===== src/rtl/mem_port_arbiter.sv =====
// Two-client round-robin arbiter in front of a single-port synchronous RAM.
// Grants one request per cycle, drives the RAM port and steers read data
// (returned one cycle after grant) back to the client that issued the read.
module mem_port_arbiter #(
   parameter int unsigned DATA_WIDTH = 8,
   parameter int unsigned ADDR_WIDTH = 8
) (
   input  logic                  clk,
   input  logic                  rst_n,
   input  logic                  a_valid,
   output logic                  a_ready,
   input  logic                  a_write_en,
   input  logic [ADDR_WIDTH-1:0] a_addr,
   input  logic [DATA_WIDTH-1:0] a_wdata,
   output logic                  a_rsp_valid,
   output logic [DATA_WIDTH-1:0] a_rsp_data,
   input  logic                  b_valid,
   output logic                  b_ready,
   input  logic                  b_write_en,
   input  logic [ADDR_WIDTH-1:0] b_addr,
   input  logic [DATA_WIDTH-1:0] b_wdata,
   output logic                  b_rsp_valid,
   output logic [DATA_WIDTH-1:0] b_rsp_data,
   output logic [ADDR_WIDTH-1:0] mem_addr,
   output logic [DATA_WIDTH-1:0] mem_data_in,
   output logic                  mem_write_en,
   input  logic [DATA_WIDTH-1:0] mem_data_out
);

   localparam logic PORT_A = 1'b0;
   localparam logic PORT_B = 1'b1;

   logic prio_q, prio_d;
   logic rd_pend_q, rd_pend_d;
   logic rd_port_q, rd_port_d;
   logic gnt_a, gnt_b;

   // Grant selection; reset holds both grants low so the RAM sees no write.
   always_comb begin
      gnt_a = 1'b0;
      gnt_b = 1'b0;
      if (rst_n) begin
         if (a_valid && b_valid) begin
            gnt_a = (prio_q == PORT_A);
            gnt_b = (prio_q == PORT_B);
         end else begin
            gnt_a = a_valid;
            gnt_b = b_valid;
         end
      end
   end

   // Next-state: priority flips to the loser, read tracking follows the grant.
   always_comb begin
      prio_d    = prio_q;
      rd_pend_d = 1'b0;
      rd_port_d = PORT_A;
      if (gnt_a) begin
         prio_d    = PORT_B;
         rd_pend_d = !a_write_en;
      end else if (gnt_b) begin
         prio_d    = PORT_A;
         rd_pend_d = !b_write_en;
         rd_port_d = !b_write_en;
      end
   end

   // State registers.
   always_ff @(posedge clk or negedge rst_n) begin
      if (!rst_n) begin
         prio_q    <= PORT_A;
         rd_pend_q <= 1'b0;
         rd_port_q <= PORT_A;
      end else begin
         prio_q    <= prio_d;
         rd_pend_q <= rd_pend_d;
         rd_port_q <= rd_port_d;
      end
   end

   // RAM port drive and handshake outputs; idle drives zeros.
   always_comb begin
      a_ready      = gnt_a;
      b_ready      = gnt_b;
      mem_addr     = '0;
      mem_data_in  = '0;
      mem_write_en = 1'b0;
      if (gnt_a) begin
         mem_addr     = a_addr;
         mem_data_in  = a_wdata;
         mem_write_en = a_write_en;
      end else if (gnt_b) begin
         mem_addr     = b_addr;
         mem_data_in  = b_wdata;
         mem_write_en = b_write_en;
      end
   end

   // Read response steering; data is zeroed when not valid for that client.
   always_comb begin
      a_rsp_valid = rd_pend_q && (rd_port_q == PORT_A);
      b_rsp_valid = rd_pend_q && (rd_port_q == PORT_B);
      a_rsp_data  = a_rsp_valid ? mem_data_out : '0;
      b_rsp_data  = b_rsp_valid ? mem_data_out : '0;
   end

endmodule


===== config.mk =====
export PLATFORM = sky130hd
export DESIGN_NAME = mem_port_arbiter
export DESIGN_NICKNAME = d
export VERILOG_FILES = /design/src/rtl/mem_port_arbiter.sv
export SDC_FILE = /design/constraint.sdc
export NUM_CORES = 1
export LEC_CHECK = 0
export CORE_MARGIN = 3
export CORE_UTILIZATION = 22
export CTS_CLUSTER_SIZE = 40
export DETAILED_ROUTE_END_ITERATION = 16
export GPL_TIMING_DRIVEN = 1
export HOLD_SLACK_MARGIN = 0.02
export MAX_ROUTING_LAYER = met4
export PLACE_DENSITY = 0.83
export SYNTH_ARGS = -nofsm -noshare
export SYNTH_HDL_FRONTEND = slang
export SYNTH_SLANG_ARGS = --single-unit

===== constraint.sdc =====
create_clock -name clk -period 1.3 [get_ports clk]
set_input_delay 0.325 -clock clk [delete_from_list [all_inputs] [get_ports clk]]
set_output_delay 0.325 -clock clk [all_outputs]
set_load 0.05 [all_outputs]

; Yosys cells after proc, flatten, opt, wreduce, memory -nomap -nowiden
; Cells that the tools add are included.
[op_classes]
n_mux = 17
n_bitwise = 2
reduce_logical = 6
[op_table]
columns = cell, n
row1 = $mux 8, 6
row2 = $mux 1, 11
row3 = $logic_and 1x1->1, 3
row4 = $logic_not 1->1, 2
row5 = $not 1->1, 2
row6 = $reduce_bool 2->1, 1
[totals]
register_bits = 3
input_bits = 46
output_inout_bits = 37

; Logic depth before layout (Yosys ltp)
; Gate-level depths: netlist of the first run.
[depth]
ltp_word = 5
depth_mapped = 5
depth_no_buf = 3

; Worst setup path after synthesis of the first run
; Ideal clock, no wire load.
[synth_timing]
path_type = register to output
start = register prio_q
end = output port mem_write_en
arrival_time_ns = 1.888
path_slack_ns = -0.913
path_stages_with_launch = 4
path_buffers = 0
path_cell_list = dfrtp_1 -> nand2_1 -> nand2_1 -> o32ai_1
[synth_via]
elab_chain_len = 4
[synth_rtl]
columns = element, line
row1 = start: declaration, 33  ; logic prio_q, prio_d;
row2 = start signal: assignment, 75  ; prio_q <= prio_d;
row3 = $mux 1 or $not 1->1 (tied branches), "43, 44"
row4 = $mux 1 (on tied branches), "42, 43"
row5 = $mux 1 (on tied branches), "92, 42"
row6 = $mux 1 *, 88  ; if (gnt_a) begin
row7 = end: declaration, 26  ; output logic mem_write_en,
; Mark *: on every way between the ends. The rest lies on a longest branch, timed or not.

; Worst setup path after layout of the first run
[layout_timing]
start = input port a_valid
end = output port mem_addr[5]
[layout_via]
elab_chain_len = 5
[layout_rtl]
columns = element, line
row1 = start: declaration, 10  ; input logic a_valid,
row2 = $logic_and 1x1->1, 43  ; if (a_valid && b_valid) begin
row3 = $mux 1, 43
row4 = $mux 1, 42  ; if (rst_n) begin
row5 = $mux 8, 92  ; end else if (gnt_b) begin
row6 = $mux 8 *, 88
row7 = end: declaration, 24  ; output logic [ADDR_WIDTH-1:0] mem_addr,
; Marked as above.

==> results of run 1 <==
## what timing repair did
action | CTS | global route
gates resized for setup | 31 | 1
pin swaps | 9 | 8
setup endpoints to repair | 40 | 38
buffers inserted | 4 | 2
gates cloned | 4 | 0
## stage by stage
step	instance area [um^2]	setup TNS [ns]	power [mW]
after floorplan	870	-3.86	0.686
after global placement	2170	-15.54	1.18
after detailed placement	2170	-16.95	1.21
after CTS	2360	-11.72	1.46
after global routing	2360	-13.37	1.53
final	2360	-12.14	1.49
## logic make-up (layout without fill, tap and decap cells)
kind of cell / after synthesis / after routing / share of synthesized area
AND/OR/NAND/NOR: 59 / 60 / 0.474
buffers and inverters: 10 / 111 / 0.0990
flip-flops: 3 / 3 / 0.124
AO/OA/AOI/OAI: 19 / 19 / 0.303
## area by class of cell
cell class | instances | area [um^2]
Timing Repair Buffer | 105 | 1450
Clock buffer | 4 | 26.3
Sequential cell | 3 | 76.3
Inverter | 2 | 7.51
Multi-Input combinational cell | 79 | 761
Tap cell | 30 | 37.5
Fill cell | 77 | 184
## worst reg2reg max path: stages, from the launching register on
cell,delay [ns]
dfrtp_1,0.41
nor2b_4,0.06
buf_4,0.15
nor3_1,0.31
a41o_1,0.18
## per-layer routing
metal  GRT usage  part of all wire  routed length, um  vias up
met1       0.331              0.34               1840      590
li1            -                 -                  -      520
met4       0.175             0.061                326        0
met3      0.0592             0.081                430       32
met5           -                 0                  0        -
met2       0.587              0.51               2740      101
## final timing paths
kind / start / to / slack [ns] / cells past startpoint
setup / recovery: a_valid / mem_addr[5] / -0.46 / 6
max in group asynchronous: rst_n / rd_pend_q / 0.95 / 3
hold / removal: rst_n / rd_port_q / 0.22 / 3
min in group clk: a_valid / rd_pend_q / 0.69 / 3
setup reg to reg: prio_q / rd_pend_q / 0.12 / 4
hold reg to reg: prio_q / prio_q / 0.75 / 2
## sequential cells by signal, summed over array words and instances, names as in the netlist
| signal | cells |
|---|---|
| rd_port_q | 1 |
| prio_q | 1 |
| rd_pend_q | 1 |
## layout by cell type, fill, tap and decap left out, drive strengths merged
cell	n
a22o	1
and3	8
and2	9
clkdlybuf4s50	42
nand2b	1
a41o	1
nor2b	3
clkbuf	4
nand2	36
inv	2
o32ai	1
dfrtp	3
dlygate4sd2	2
nor2	2
o22ai	16
buf	61
nor3	1
## power by group through the flow
stage                     sequential, mW  combinational [mW]  clock [mW]
after floorplan                    0.116               0.570           0
after global placement             0.114                1.06           0
after detailed placement           0.118                1.09           0
after CTS                          0.119                1.16       0.182
after global routing               0.121                1.23       0.188
final                              0.120                1.19       0.176
==> flow_summary.toml, run 1 <==
[run_status]
status = "finished, violations left"
violations = "negative setup slack"

[worst_setup_path]
critPathMaxStageDelay_ns = 0.25
crit_buf_inv = 3
worst_path_most_repeated_cell = "buf_12"
slowest_stage = "dlygate4sd2_1"
critPathMaxFanout = 5
path_cells = "dlygate4sd2_1, nor2b_4, nand2b_4, buf_12, o22ai_4, buf_12"
cp_top_family = "buffers and inverters"
worst_setup_path_end_kind = "primary output"
path_class = "input pin to primary output"
crit_path_start_kind = "input pin"
required_ns = 0.98
critPathArrivalTime_ns = 1.44

[sta]
hold_slack_ns = 0.217
setup_viol = 37
tightest_slew_ns = 0.338
rsz0062_at_grt = "true"
fmax_mhz = 568
finalWorstSetupSlack_ns = -0.462
fin_crit_sh = 1.36
report.final.hold_viol_count = 0
layout_min_cycle_time_ns = 1.76
slew_headroom = 0.773
slew_viol_final = 0
skew_ns = 0.0192

[global_routing]
grt_pass1_vias = 1314
grt_overflow_total = 0
antenna_found_initial = 0
grt_pass1_wl_um = 7750
grt_start_max_net_pins = 11
grt_util_all_layers = 0.326

[logic_synthesis]
ys.warnings.count = 0
synthFlopType = "dfrtp_1"
synthTopCellsByArea = "nand2_1 (22%), o22ai_2 (19%), dfrtp_1 (12%)"
yosysUniqueCellTypes = 18
async_reset_ff_frac = 1.00
synth_seq_area_share = 0.124
synth_area_um2 = 607
syn-num-nets = 137
synthTopCellsByCount = "nand2_1 (36), and2_1 (9), o22ai_2 (9)"
synth.most_common_cell = "nand2_1"
postSynthAreaPerCell_um2 = 6.67
yosys.area.top_type_share = 0.223
yosysTopAreaCell = "nand2_1"
synth_cells = 91
ys_seq_elements = 3
synth_edf_count = 0

[die]
num_io_pins = 83
core_area_mm2 = 0.00254
num_rows = 18
initial_core_util = 0.238
die_h_um = 58.5
dieArea_mm2 = 0.00342
fp.dieW_um = 58.5

[pwr]
seqPwrFrac = 0.081
p_leak_nw = 0.945
clkPwrFrac = 0.118
p_switching_mw = 0.662
p_per_area_mw_per_mm2 = 630
switching_share = 0.446
ir_drop_mv = 0.777
pwr-share-comb = 0.801
p_int_mw = 0.824

[layout]
layout-drive-gt1-share = 0.549
final_util = 0.928
syn2layout_area_growth_pct = 289
final_cells = 223
nets = 240
diodes = 0

[detailed_routing]
vias_per_cell = 5.57
drc_errors = 0
drt_wl_total_um = 5340
ant_nets = 0
vias = 1243
avgRoutedWirePerCell_um = 23.9
drt_iter0_drc = 35
firstDrtPassIters = 4

[cts]
cts.reportedPaths.clkPinSlew_ns = 0.05
cts_num_sinks = 3
cts_tree = "done"
clk_path_buf_depth = 2
hold_buffers = 0
numCtsBuffers = 3
h-tree-depth = 1
clk_latency_ns = 0.25
clk_root_buffer_cell = "clkbuf_4"

[place]
place_ws_ns = -0.641
hpwl_um = 3330
dp.cells = 211
gp_congestion = 0.786
portBuffers = 82

[hold_path]
holdCritPathClass = "input pin to asynchronous set/reset pin"

[run]
maxCapViolations = 0
(Power assumes the default switching activity.)
==> inputs of run 2 (changes only) <==
--- a/config.mk
+++ b/config.mk
@@ -9,6 +9,7 @@
 export CORE_UTILIZATION = 22
 export CTS_CLUSTER_SIZE = 40
 export DETAILED_ROUTE_END_ITERATION = 16
+export GPL_ROUTABILITY_DRIVEN = 1
 export GPL_TIMING_DRIVEN = 1
 export HOLD_SLACK_MARGIN = 0.02
 export MAX_ROUTING_LAYER = met4
==> results of run 2 <==
Same layout as run 1: the final DEF is identical, and so are final timing and power.
==> variant, RTL diff (flow settings as in run 2) <==
Change the parameter `DATA_WIDTH` from 8 to 6.
--- a/src/rtl/mem_port_arbiter.sv
+++ b/src/rtl/mem_port_arbiter.sv
@@ -4,3 +4,3 @@
 module mem_port_arbiter #(
-   parameter int unsigned DATA_WIDTH = 8,
+   parameter int unsigned DATA_WIDTH = 6,
    parameter int unsigned ADDR_WIDTH = 8
Interface: changed (6 resized); port bits go from 83 to 71. The function was not compared with the original's and may differ.
==> variant against run 2 <==
The flow still finishes with violations (negative setup slack). Sequential power barely moved. Design area fell by 14%. Area after synthesis fell by 11%. Worst setup slack got worse by 20 ps. Total power fell by 11%. Routed wire length fell by 34%. Sequential cell count did not move. Sequential share of layout area rose by 0.57 points. Critical endpoint is now mem_addr[3]. Highest routed layer unchanged.
==> variant: results (changes against run 2) <==
stage;metric;value;unit;change
setup_path;worstPathArrival;1460;ps;was 1440 ps
setup_path;reg2reg_depth;4;;unchanged
placed_design;place.gp.congestion;0.729;;was 0.786
run_status;outcome;finished, violations left;;unchanged
pwr;p_leak;0.820;nW;was 0.945 nW
placed_design;dpl.hpwl;2540;um;was 3330 um
grt;grt_max_degree;17;;was 11
placed_design;placed_cell_area;1850;sq um;was 2170 sq um
timing;clock_skew;14.6;ps;was 19.2 ps
pwr;switching_share;44.0;%;was 44.6%
finish;nets;208;;was 240
grt;grt.total_usage;25.1;%;was 32.6%
grt;antenna_found_initial;0;;unchanged
run_status;failed_checks;negative setup slack;;unchanged
pwr;irDropWorstVdd;0.832;mV;was 0.777 mV
placed_design;io_buffers;70;;was 82
routing;wire_per_inst;18.1;um;was 23.9 um
timing;setup-violations-final;31;;was 37
finish;instances_no_fill;195;;was 223
routing;viasPerCell;5.20;;was 5.57
synth;syn_inst;79;;was 91
finish;drive_above_1_share;55.7;%;was 54.9%
timing;worstMarginPinSlew;248;ps;was 338 ps
grt;grt_pass1_vias;1109;;was 1314
routing;drtIter0Drc;30;;was 35
placed_design;dp.cells;185;;was 211
timing;finalWorstSetupSlack;-482;ps;was -462 ps
grt;grt_pass1_wl;5810;um;was 7750 um
==> variant: worst max-delay path by stage <==
stage / startpoint / to / cells after the start
after CTS: prio_q$_DFFE_PN0P_ / mem_data_in[3] / 5
final: prio_q$_DFFE_PN0P_ / mem_addr[3] / 5
after global routing: prio_q$_DFFE_PN0P_ / mem_addr[5] / 5
after detailed placement: b_valid / mem_data_in[3] / 6
after floorplan: rst_n / mem_addr[7] / 4
after global placement: a_valid / mem_addr[0] / 6
==> variant: routing by layer <==
layer  track usage [%]  wire [um]
met1              24.9       1270
met3              7.66        272
met5                 -          0
met2              43.8       1870
met4              13.2        119
==> variant: kinds of logic (layout without fill, tap and decap cells) <==
logic type             count (synthesis)  in the layout  share of synthesized area (%)
AOI/OAI and AO/OA                     17             17                           31.6
DFF                                    3              3                           13.8
buffers and inverters                  8             96                           8.98
and+or+nand+nor                       51             51                           45.6
==> variant: power groups by stage <==
stage               clock network (W)  registers [W]  logic (W)
floorplan                           0       0.000116   0.000464
global placement                    0       0.000117   0.000897
detailed placement                  0       0.000119   0.000917
CTS                          0.000169       0.000120   0.000993
global route                 0.000215       0.000122    0.00104
finish                       0.000194       0.000120    0.00101
==> variant: metrics by stage <==
step | TNS [ps] | setup slack [ps] | power (W) | hold slack (ps)
final | -10350 | -482 | 0.00132 | 315
after global routing | -11960 | -530 | 0.00138 | 308
after CTS | -9530 | -441 | 0.00128 | 323
after detailed placement | -13450 | -636 | 0.00104 | 578
after global placement | -12480 | -588 | 0.00101 | 564
after floorplan | -3650 | -192 | 0.000581 | 29.4
==> variant: what timing repair did <==
item                                    in CTS  in global routing
gates cloned                                 1                  0
gates resized for setup                     32                  2
pin swaps                                   23                  2
endpoints found under the setup margin      34                 32
setup buffers                                4                  2
==> variant: final cells by class <==
cell class	count	area [sq um]
Clock buffer	4	26.3
Fill cell	85	236
Multi-Input combinational cell	68	659
Tap cell	28	35.0
Sequential cell	3	77.6
Timing Repair Buffer	90	1230
Inverter	2	7.51
==> variant: worst max-delay path: stages (launching register included) <==
cell	delay (ps)
dfrtp_1	420
nor2b_4	60
nand2b_4	190
buf_12	170
o22ai_4	190
buf_12	160
